File: src/rtl/node_input_scheduler.sv
// node_input_scheduler
//   Round-robin scheduler for a node's shared 11-bit ingress path. Requesters
//   0..NREQ-2 are router input ports and NREQ-1 is the local core injection
//   port. The winner's packet goes into a single-entry registered output
//   stage. A credit counter makes the core wait for at least CORE_QUOTA
//   router grants between its own grants while router traffic is pending.
//
// Ports
//   clk         rising-edge clock
//   reset       synchronous, active-high
//   req_valid   per-requester packet valid
//   req_data    packed packets, requester i at [i*WIDTH +: WIDTH]
//   req_ready   one-hot accept, combinational from arbitration
//   out_valid   registered packet valid toward the processing chain
//   out_data    registered packet
//   out_src     index of the requester that produced out_data
//   out_ready   downstream accept
//   core_block  core request currently masked by the quota
module node_input_scheduler #(
    parameter int NREQ       = 5,
    parameter int WIDTH      = 11,
    parameter int CORE_QUOTA = 3,
    parameter int SRCW       = $clog2(NREQ)
) (
    input  logic                  clk,
    input  logic                  reset,
    input  logic [NREQ-1:0]       req_valid,
    input  logic [NREQ*WIDTH-1:0] req_data,
    output logic [NREQ-1:0]       req_ready,
    output logic                  out_valid,
    output logic [WIDTH-1:0]      out_data,
    output logic [SRCW-1:0]       out_src,
    input  logic                  out_ready,
    output logic                  core_block
);

    localparam int CW   = $clog2(CORE_QUOTA + 1);
    localparam int CORE = NREQ - 1;

    logic [SRCW-1:0] rr_ptr;
    logic [CW-1:0]   credit;

    logic            load;
    logic            router_pending;
    logic [NREQ-1:0] elig;
    logic            any_elig;
    logic            grant;
    logic            found;
    logic [SRCW-1:0] winner;
    int unsigned     idx;

    // Single-entry pipe: a full register may drain and refill in one cycle.
    assign load           = !out_valid || out_ready;
    assign router_pending = |req_valid[CORE-1:0];

    // Core is only masked while it still owes router grants and a router
    // actually wants the path; alone it is served immediately.
    always_comb begin
        elig       = req_valid;
        elig[CORE] = req_valid[CORE] && ((credit == '0) || !router_pending);
    end

    assign core_block = req_valid[CORE] && !elig[CORE];
    assign any_elig   = |elig;
    assign grant      = load && any_elig && !reset;

    // First eligible index scanning from rr_ptr upward with wrap.
    always_comb begin
        winner = '0;
        found  = 1'b0;
        idx    = 0;
        for (int unsigned k = 0; k < NREQ; k++) begin
            idx = 32'(rr_ptr) + k;
            if (idx >= NREQ) begin
                idx = idx - NREQ;
            end
            if (!found && elig[SRCW'(idx)]) begin
                found  = 1'b1;
                winner = SRCW'(idx);
            end
        end
    end

    always_comb begin
        req_ready = '0;
        if (grant) begin
            req_ready[winner] = 1'b1;
        end
    end

    always_ff @(posedge clk) begin
        if (reset) begin
            out_valid <= 1'b0;
            out_data  <= '0;
            out_src   <= '0;
            rr_ptr    <= '0;
            credit    <= '0;
        end else if (load) begin
            if (any_elig) begin
                out_valid <= 1'b1;
                out_data  <= req_data[int'(winner)*WIDTH +: WIDTH];
                out_src   <= winner;
                rr_ptr    <= (winner == SRCW'(CORE)) ? '0 : winner + 1'b1;
                if (winner == SRCW'(CORE)) begin
                    credit <= CW'(CORE_QUOTA);
                end else if (credit != '0) begin
                    credit <= credit - 1'b1;
                end
            end else begin
                out_valid <= 1'b0;
            end
        end
    end

endmodule

File: config.mk
export PLATFORM = sky130hd
export DESIGN_NAME = node_input_scheduler
export DESIGN_NICKNAME = d
export VERILOG_FILES = /design/src/rtl/node_input_scheduler.sv
export SDC_FILE = /design/constraint.sdc
export NUM_CORES = 1
export LEC_CHECK = 0
export ABC_AREA = 1
export BUFFER_PORTS_ARGS = -buffer_cell sky130_fd_sc_hd__buf_4
export CORE_UTILIZATION = 45
export DETAILED_ROUTE_END_ITERATION = 8
export GPL_TIMING_DRIVEN = 0
export PLACE_DENSITY = 0.73
export RECOVER_POWER = 50
export SLEW_MARGIN = 20
export SYNTH_ARGS = -nofsm -noshare
export SYNTH_HDL_FRONTEND = slang
export SYNTH_SLANG_ARGS = --single-unit
File: constraint.sdc
create_clock -name clk -period 3.9 [get_ports clk]
set_clock_uncertainty 0.15 [all_clocks]
set_input_delay 0.195 -clock clk [delete_from_list [all_inputs] [get_ports clk]]
set_output_delay 0.195 -clock clk [all_outputs]
set_load 0.01 [all_outputs]
==> out/metrics.yaml, run 1 <==
r2r_cells: 22
min_path_type: "input port to flop"
reg2reg_from: "rr_ptr[1]$_SDFFE_PP0P_"
final_common_cell: "nand2_1"
remaining_drc_errors: 0
slowest_stage: "dfxtp_4"
wl_per_cell_um: 13.0
path_cells: "clkinvlp_4 > ha_1 > ha_2 > nand2_1 > nand2_1 > nand2_1 > nand2_2 > nand2_1 > nand3_1 > nand2_1 > nand2_1 > nand2_2 > nor2_4 > nand3_2 > a21oi_4 > buf_6 > inv_1 > nor2_1 > buf_4"
synth-seq-cells: 20
hold_path_depth: 4
grt_overflow: 0
min_period_over_period: 0.919
clk_pin_slew_ns: 0.07
synth_cell_types: 29
io_buffer_count: 83
antenna_cells: 0
rsz0062_at_grt: "no"
crit_path_frequent_cell: "nand2_1"
drt_iter0_drc: 213
ctsRootBufferMaster: "clkbuf_8"
antenna_found_initial: 0
setup_viol: 0
status: "complete, no violations"
ant_nets: 0
synth-warning-count: 0
syn_inst: 435
ys.flop_type: "dfxtp_1"
timing.fmax_mhz: 279
hp-start: "out_ready"
postSynthAreaPerCell_sq_um: 5.64
cts_tree: "built"
initial_utilization: 0.475
cp-start-kind: "flop"
routed-wl-met3_um: 547
drive_above_1_share: 0.235
clk-insertion-delay-late_ns: 0.26
layout_common_cells: "nand2_1 (177), buf_4 (73), nand3_1 (43)"
arrival_ns: 3.24
synth-edff-count: 0
rrSetupSlack_ns: 0.38
criticalPathCategory: "flop to output pin"
vias_per_cell: 5.20
cp-end-kind: "output pin"
htree_levels: 1
min_period_ns: 3.58
cts_buffers: 3
fill_cells: 529
top_layer: "met4"
whs_endpoint: "out_valid$_SDFFE_PP0N_"
seq_area_sq_um: 405
max-clock-path-buffers: 2
cp_max_fo: 10
first_global_vias: 2705
cts.sinks: 20
drv_slew: 0
grt_first_pass_wirelength_um: 12100
relSlewSlack: 0.686
die_x_um: 75.9
grt_usage: 0.274
die_area_sq_um: 5750
tightestPinTransition_ns: 0.472
rows: 26
async_flop_share: 0
pin_count: 84
die_h_um: 75.9
nNetsFinal: 605
drv_cap: 0
syn2layout_area_growth_pct: 31.8
grt_max_degree: 11
ys_seq_area_frac: 0.163
route.vias.total: 3108
timing.final.hold_violations: 0
multi_input_area_sq_um: 1830
setup_tns_ns: 0
met2_length_um: 3590
syn-cell-area_sq_um: 2450
regToRegEndpoint: "credit[0]$_SDFFE_PP0P_"
drt-met1-wl_um: 3530
design.core.area_sq_um: 5170
wl_um: 7760
cp.required_ns: 3.56
max_stage_delay_ns: 0.41
hpwlAfterDp_um: 6180
place_congestion: 0.930
first_pass_iters: 4
syn_nets: 510
state kept, by name (all words and copies together) (netlist names):
register	flops
out_data	11
out_src	3
rr_ptr	3
credit	2
out_valid	1
synth_stat cells (2+ instances only):
cell type,count,share of area
a21oi_1,9,0.018
buf_2,5,0.010
buf_6,4,0.018
clkbuf_1,6,0.0092
dfxtp_1,20,0.16
ha_1,11,0.056
inv_1,30,0.046
inv_2,7,0.011
nand2_1,178,0.27
nand2_2,10,0.025
nand3_1,44,0.090
nand3_2,4,0.016
nand3_4,4,0.029
nand4_1,26,0.066
nor2_1,41,0.063
nor2_4,2,0.0092
o211ai_1,3,0.0092
o21ai_0,17,0.035
o21ai_1,4,0.0082
what timing repair did:
| item | 4_1_cts | 5_1_grt |
|---|---|---|
| endpoints found under the hold margin | 3 | 0 |
| buffers inserted | 0 | 6 |
| gates resized for setup | 0 | 10 |
| setup endpoints to repair | 0 | 9 |
| hold buffers | 1 | 0 |
final cells by class:
cell class              instances  area share
clock buffers                   3      0.0128
plain buffers                  16      0.0321
flip-flops and latches         20       0.125
inverters                      37      0.0449
multi-input cells             362       0.567
repair buffers                 90       0.191
well taps                      70      0.0271
cell families after synthesis:
group                    count (synthesis)  share of synthesized area
AO/OA/AOI/OAI                           35                     0.0770
XOR/XNOR                                 1                    0.00663
adder cells (fa/ha/maj)                 12                     0.0642
buffers and inverters                   53                     0.0973
flip-flops                              20                      0.163
AND/OR/NAND/NOR                        314                      0.592
worst max-delay path, delay by kind of cell, from the launching register on:
kind                       cells  cell delay, ns
buffers and inverters          4            0.50
AOI/OAI and AO/OA              1            0.21
and+or+nand+nor               12            1.23
adders and majority gates      2            0.61
DFF                            1            0.41
routing by layer:
metal | vias up | GRT usage
met3 | 6 | 0.0450
met5 | - | 0
met4 | 0 | 0.0370
met1 | 1370 | 0.381
li1 | 1600 | -
met2 | 132 | 0.455
metrics by stage:
step | std cells | utilization | area (sq um) | hold slack (ns) | setup WS [ns]
after floorplan | 435 | - | 2450 | 0.114 | 0.675
after CTS | 592 | 0.622 | 3220 | 0.0545 | 0.0158
after global routing | 598 | 0.625 | 3230 | 0.0840 | 0.00783
after detailed placement | 588 | 0.612 | 3170 | 0.234 | 0.136
after global placement | 588 | 0.612 | 3170 | 0.232 | 0.198
final | 598 | 0.625 | 3230 | 0.0542 | 0.316
worst max path at each step:
| stage | from | end | slack, ns | depth (start not counted) |
|---|---|---|---|---|
| 2_1_floorplan | rr_ptr[0]$_SDFFE_PP0P_ | credit[0]$_SDFFE_PP0P_ | 0.67 | 24 |
| 3_3_place_gp | rr_ptr[1]$_SDFFE_PP0P_ | credit[1]$_SDFFE_PP0P_ | 0.20 | 22 |
| 3_5_place_dp | rr_ptr[1]$_SDFFE_PP0P_ | credit[0]$_SDFFE_PP0P_ | 0.14 | 22 |
| 4_1_cts | rr_ptr[0]$_SDFFE_PP0P_ | req_ready[0] | 0.02 | 17 |
| 5_1_grt | rr_ptr[0]$_SDFFE_PP0P_ | req_ready[0] | 0.008 | 23 |
| 6_report | rr_ptr[1]$_SDFFE_PP0P_ | req_ready[1] | 0.32 | 19 |
Power of run 1 is left out: the tool's default activity adds up to more than one toggle a clock period on the data nets, which glitch-free logic cannot reach.
==> run 2: changes to the inputs <==
--- a/config.mk
+++ b/config.mk
@@ -10,6 +10,7 @@
 export CORE_UTILIZATION = 45
 export DETAILED_ROUTE_END_ITERATION = 8
 export GPL_TIMING_DRIVEN = 0
+export HOLD_SLACK_MARGIN = 0.03
 export PLACE_DENSITY = 0.73
 export RECOVER_POWER = 50
 export SLEW_MARGIN = 20
==> constraint.sdc (replaced) <==
create_clock -name clk -period 4.2 [get_ports clk]
set_clock_uncertainty 0.15 [all_clocks]
set_input_delay 0.21 -clock clk [delete_from_list [all_inputs] [get_ports clk]]
set_output_delay 0.21 -clock clk [all_outputs]
set_load 0.01 [all_outputs]
==> run 2 against run 1 <==
Cell count shrank 1.0%. Via count shrank 0.61%. Highest routed layer unchanged. Critical path depth shrank 2. Clock-buffer cell count is the same. Global-route usage is the same. First-iteration DRC count grew 1.9%.
==> out/metrics.yaml, run 2 (same netlist as run 1, synthesis figures left out) <==
status: "complete, no violations"
reg2reg_from: "rr_ptr[1]$_SDFFE_PP0P_"
setup_viol: 0  # unchanged
cts_buffers: 3  # unchanged
max-clock-path-buffers: 2  # unchanged
place_congestion: 0.930  # unchanged
first_pass_iters: 5  # +1
hp-start: "out_ready"
timing.final.hold_violations: 0  # unchanged
critPathTopFamily: "simple AND/OR/NAND/NOR gates"
grt_max_degree: 11  # unchanged
grt_usage: 0.274  # unchanged
final_common_cell: "nand2_1"
antenna_found_initial: 0  # unchanged
grt_overflow: 0  # unchanged
antenna_cells: 0  # unchanged
ctsRootBufferMaster: "clkbuf_8"
final_area_sq_um: 3160  # -2.4%
min_path_type: "input port to flop"
timing.fmax_mhz: 258
cts.sinks: 20  # unchanged
drive_above_1_share: 0.213  # -0.0222
cp-end-kind: "output pin"
rsz0062_at_grt: "no"
slowest_stage: "dfxtp_1"
top_register: "out_data"
min_period_over_period: 0.925
largestRegisters: "out_data (11), out_src (3), rr_ptr (3)"
syn2layout_area_growth_pct: 28.5
drv_cap: 0  # unchanged
placed_cell_area_sq_um: 3170  # unchanged
utilization: 0.610  # -0.0152
wl_per_cell_um: 13.0  # +0.30%
design.core.area_sq_um: 5170  # unchanged
wl_um: 7710  # -0.71%
layout_common_cells: "nand2_1 (178), buf_4 (67), nand3_1 (44)"
grt_first_pass_wirelength_um: 12100  # unchanged
remaining_drc_errors: 0  # unchanged
crit_buf_inv: 4  # unchanged
crit_path_frequent_cell: "nor2_1"
relSlewSlack: 0.691  # +0.00557
fill_cells: 535  # +1.1%
nNetsFinal: 599  # -0.99%
die_area_sq_um: 5750  # unchanged
rows: 26  # unchanged
htree_levels: 1  # unchanged
tightestPinTransition_ns: 0.463  # -0.00835 ns
cts_tree: "built"
die_h_um: 75.9  # unchanged
drt_iter0_drc: 217  # +1.9%
io_buffer_count: 83  # unchanged
drv_slew: 0  # unchanged
arrival_ns: 3.52  # +0.28 ns
die_x_um: 75.9  # unchanged
criticalPathCategory: "flop to output pin"
setup_tns_ns: 0  # unchanged
first_global_vias: 2705  # unchanged
clk-insertion-delay-late_ns: 0.25  # about the same
vias_per_cell: 5.22  # +0.40%
pin_count: 84  # unchanged
clk_pin_slew_ns: 0.07  # about the same
route.vias.total: 3089  # -0.61%
min_period_ns: 3.88
cp-start-kind: "flop"
largest_register_ffs: 11  # unchanged
hpwlAfterDp_um: 6180  # unchanged
cp_max_fo: 10  # unchanged
initial_utilization: 0.475  # unchanged
critPathLaunch: "rr_ptr[0]$_SDFFE_PP0P_"
max_stage_delay_ns: 0.53  # +0.12 ns
ant_nets: 0  # unchanged
path_cells: "inv_4 > ha_1 > inv_1 > fa_1 > o21ai_0 > nor2_1 > nand3_1 > nand2_1 > nand3_1 > nor2_1 > nor2_4 > nand3_4 > buf_6 > nor2_2 > nand2_1 > nor2_1 > buf_4"
cp.required_ns: 3.84  # +0.28 ns
-- run 2: path summary, 6_finish.rpt --
check / depth (start not counted) / slack [ns] / endpoint
worst min register to register: 2 / 0.32 / credit[1]$_SDFFE_PP0P_
worst max register to register: 22 / 0.39 / credit[0]$_SDFFE_PP0P_
worst min-delay path: 4 / 0.07 / out_valid$_SDFFE_PP0N_
worst max-delay path: 17 / 0.32 / req_ready[4]
-- run 2: worst register-to-register path, cell delays in order, from the launching register on --
cell	delay, ns
dfxtp_1	0.50
inv_1	0.24
ha_1	0.26
ha_1	0.40
nand2_1	0.13
nand2_1	0.10
nand2_1	0.10
nand2_2	0.13
nand2_1	0.06
nand3_1	0.07
nand2_1	0.05
nand2_1	0.06
nand2_2	0.11
nor2_4	0.18
nand3_4	0.12
nand3_4	0.16
buf_6	0.17
inv_1	0.05
ha_1	0.19
nand3_1	0.13
nand2_1	0.09
o21ai_0	0.17
nor2_1	0.07
-- run 2: through the flow --
step / hold WS [ns] / setup WS (ns) / std cells
2_1_floorplan: 0.129 / 0.975 / 435
6_report: 0.0705 / 0.317 / 592
3_5_place_dp: 0.249 / 0.436 / 588
3_3_place_gp: 0.247 / 0.498 / 588
5_1_grt: 0.0992 / 0.0156 / 592
4_1_cts: 0.0695 / 0.301 / 592
-- run 2: per-layer routing --
layer | part of all wire | global-route usage | up-vias
met5 | 0 | 0 | -
met4 | 0.012 | 0.0370 | 0
met3 | 0.066 | 0.0450 | 8
met2 | 0.46 | 0.455 | 120
met1 | 0.46 | 0.381 | 1371
li1 | - | - | 1590
-- run 2: final cells by class --
| type | count | area [sq um] | share of cell area |
|---|---|---|---|
| inverters | 37 | 141 | 0.0448 |
| flip-flops and latches | 20 | 400 | 0.127 |
| repair buffers | 84 | 569 | 0.180 |
| well taps | 70 | 87.6 | 0.0278 |
| clock buffers | 3 | 41.3 | 0.0131 |
| multi-input cells | 362 | 1820 | 0.575 |
| plain buffers | 16 | 100 | 0.0317 |
-- run 2: what timing repair did --
| item | CTS | global route |
|---|---|---|
| hold endpoints to repair | 3 | 0 |
| hold buffers | 1 | 0 |
| setup endpoints to repair | 0 | 2 |
| gates resized for setup | 0 | 1 |
| setup buffers | 0 | 0 |
Power of run 2 is left out for the same reason.
==> run 3: changes to the inputs <==
--- a/config.mk
+++ b/config.mk
@@ -7,12 +7,14 @@
 export LEC_CHECK = 0
 export ABC_AREA = 1
 export BUFFER_PORTS_ARGS = -buffer_cell sky130_fd_sc_hd__buf_4
+export CORE_ASPECT_RATIO = 0.6
 export CORE_UTILIZATION = 45
 export DETAILED_ROUTE_END_ITERATION = 8
 export GPL_TIMING_DRIVEN = 0
 export HOLD_SLACK_MARGIN = 0.03
 export PLACE_DENSITY = 0.73
 export RECOVER_POWER = 50
+export SKIP_LAST_GASP = 1
 export SLEW_MARGIN = 20
 export SYNTH_ARGS = -nofsm -noshare
 export SYNTH_HDL_FRONTEND = slang
==> run 3 against run 2 <==
Hold slack better by 0.0038 ns. Cell count fell by 0.51%. Non-clock buffer count unchanged. First-iteration DRC count grew 21%. Critical path depth up 2. Register-to-register slack improved by 0.08 ns. Utilization up 0.38 points. Sequential cell count stayed put. Critical endpoint is now req_ready[1]. Largest cell class unchanged.
==> out/metrics.yaml, run 3 (same netlist as run 1, synthesis figures left out) <==
status: "complete, no violations"
min_period_ns: 3.75  # -0.137 ns
grt_first_pass_wirelength_um: 12400  # +2.2%
relSlewSlack: 0.680  # -0.0112
die_area_sq_um: 5760  # +0.16%
max-clock-path-buffers: 2  # unchanged
grt_use_met2: 0.380  # -0.0750
largestRegisters: "out_data (11), out_src (3), rr_ptr (3)"
arrival_ns: 3.39  # -0.13 ns
criticalPathCategory: "flop to output pin"
route.vias.total: 3107  # +0.58%
drt_iter0_drc: 262  # +21%
remaining_drc_errors: 0  # unchanged
grt_usage: 0.271  # -0.00319
final_area_sq_um: 3160  # +0.28%
first_pass_iters: 5  # unchanged
drv_cap: 0  # unchanged
pin_count: 84  # unchanged
clk_pin_slew_ns: 0.08  # about the same
wl_per_cell_um: 13.2  # +1.7%
wl_um: 7800  # +1.2%
nNetsFinal: 599  # unchanged
cp-start-kind: "flop"
layout_setup_ws_ns: 0.453  # +0.137 ns
ctsRootBufferMaster: "clkbuf_8"
layout_common_cells: "nand2_1 (179), buf_4 (67), nand3_1 (44)"
cts_buffers: 3  # unchanged
tightestPinTransition_ns: 0.480  # +0.0169 ns
antenna_cells: 0  # unchanged
first_global_vias: 2560  # -5.4%
die_x_um: 97.4  # +28%
grtUsageMet3: 0.0483  # +0.00338
drv_slew: 0  # unchanged
placed_cell_area_sq_um: 3160  # -0.16%
grt_overflow: 0  # unchanged
timing.fmax_mhz: 267  # +3.6%
grt.busiest_layer: "met1"
clk-insertion-delay-late_ns: 0.26  # about the same
dp_slack_ns: 0.429  # -0.00702 ns
cp.required_ns: 3.84  # about the same
largest_register_ffs: 11  # unchanged
rows: 20  # -23%
final_common_cell: "nand2_1"
ant_nets: 0  # unchanged
initial_utilization: 0.476  # +0.00161
io_buffer_count: 83  # unchanged
antenna_found_initial: 0  # unchanged
hpwlAfterDp_um: 6330  # +2.6%
cp-end-kind: "output pin"
setup_tns_ns: 0  # unchanged
min_period_over_period: 0.892  # -0.0325
die_h_um: 59.2  # -22%
design.core.area_sq_um: 5150  # -0.34%
timing.final.hold_violations: 0  # unchanged
min_path_type: "input port to flop"
cts.sinks: 20  # unchanged
syn2layout_area_growth_pct: 28.9
max_stage_delay_ns: 0.43  # -0.10 ns
slowest_stage: "dfxtp_2"
grt_max_degree: 12  # +1
top_register: "out_data"
utilization: 0.614  # +0.00377
cts_tree: "built"
drive_above_1_share: 0.216  # +0.00342
htree_levels: 1  # unchanged
cp_max_fo: 10  # unchanged
vias_per_cell: 5.28  # +1.1%
place_congestion: 0.904  # -2.8%
crit_path_frequent_cell: "nand2_1"
setup_viol: 0  # unchanged
fill_cells: 540  # +0.93%
use_met1: 0.427  # +0.0458
path_cells: "inv_1 > ha_1 > ha_1 > nand2_1 > nand2_1 > nand2_1 > nand2_2 > nand2_1 > nand3_1 > nand2_1 > nand2_1 > nand2_2 > nor2_4 > nand3_2 > a21oi_2 > buf_4 > inv_1 > nor2_1 > buf_4"
rsz0062_at_grt: "no"
[run 3: changes by cell type in the layout (fill, tap and decap cells not counted)]
cell / previous run / this run
clkbuf_8: 3 / 4
dfxtp_1: 20 / 18
dfxtp_2: 0 / 2
nand2_1: 178 / 179
nand2_2: 10 / 9
[run 3: worst paths after layout]
path,end,startpoint,cells past startpoint,slack [ns]
setup reg to reg,credit[0]$_SDFFE_PP0P_,rr_ptr[1]$_SDFFE_PP0P_,22,0.47
hold / removal,out_valid$_SDFFE_PP0N_,out_ready,4,0.07
hold reg to reg,credit[1]$_SDFFE_PP0P_,credit[1]$_SDFFE_PP0P_,2,0.34
setup / recovery,req_ready[1],rr_ptr[1]$_SDFFE_PP0P_,19,0.45
[run 3: routing by layer]
layer  up-vias  share of wire
li1       1594              -
met1      1381           0.51
met2       126           0.39
met3         6          0.088
met4         0         0.0071
met5         -              0
[run 3: timing repair]
action                                 CTS  global route
buffers inserted                         0             0
hold buffers                             1             0
setup endpoints to repair                0             6
endpoints found under the hold margin    3             0
gates resized for setup                  0             3
[run 3: final cells by class]
class	instances	area (sq um)	area share
inverters	37	141	0.0447
repair buffers	84	569	0.180
plain buffers	16	100	0.0316
multi-input cells	362	1810	0.573
well taps	66	82.6	0.0261
flip-flops and latches	20	403	0.127
clock buffers	4	55.1	0.0174
[run 3: critical path, delay by kind of cell, from the launching register on]
kind	cells	cell delay, ns
DFF	1	0.43
and+or+nand+nor	12	1.23
AOI/OAI and AO/OA	1	0.22
buffers and inverters	4	0.58
adders and majority gates	2	0.66
[run 3: through the flow]
stage,std cells,hold WS (ns)
3_3_place_gp,584,0.249
2_1_floorplan,435,0.129
5_1_grt,589,0.101
3_5_place_dp,584,0.257
4_1_cts,589,0.0791
6_report,589,0.0743
Power of run 3 is left out for the same reason.
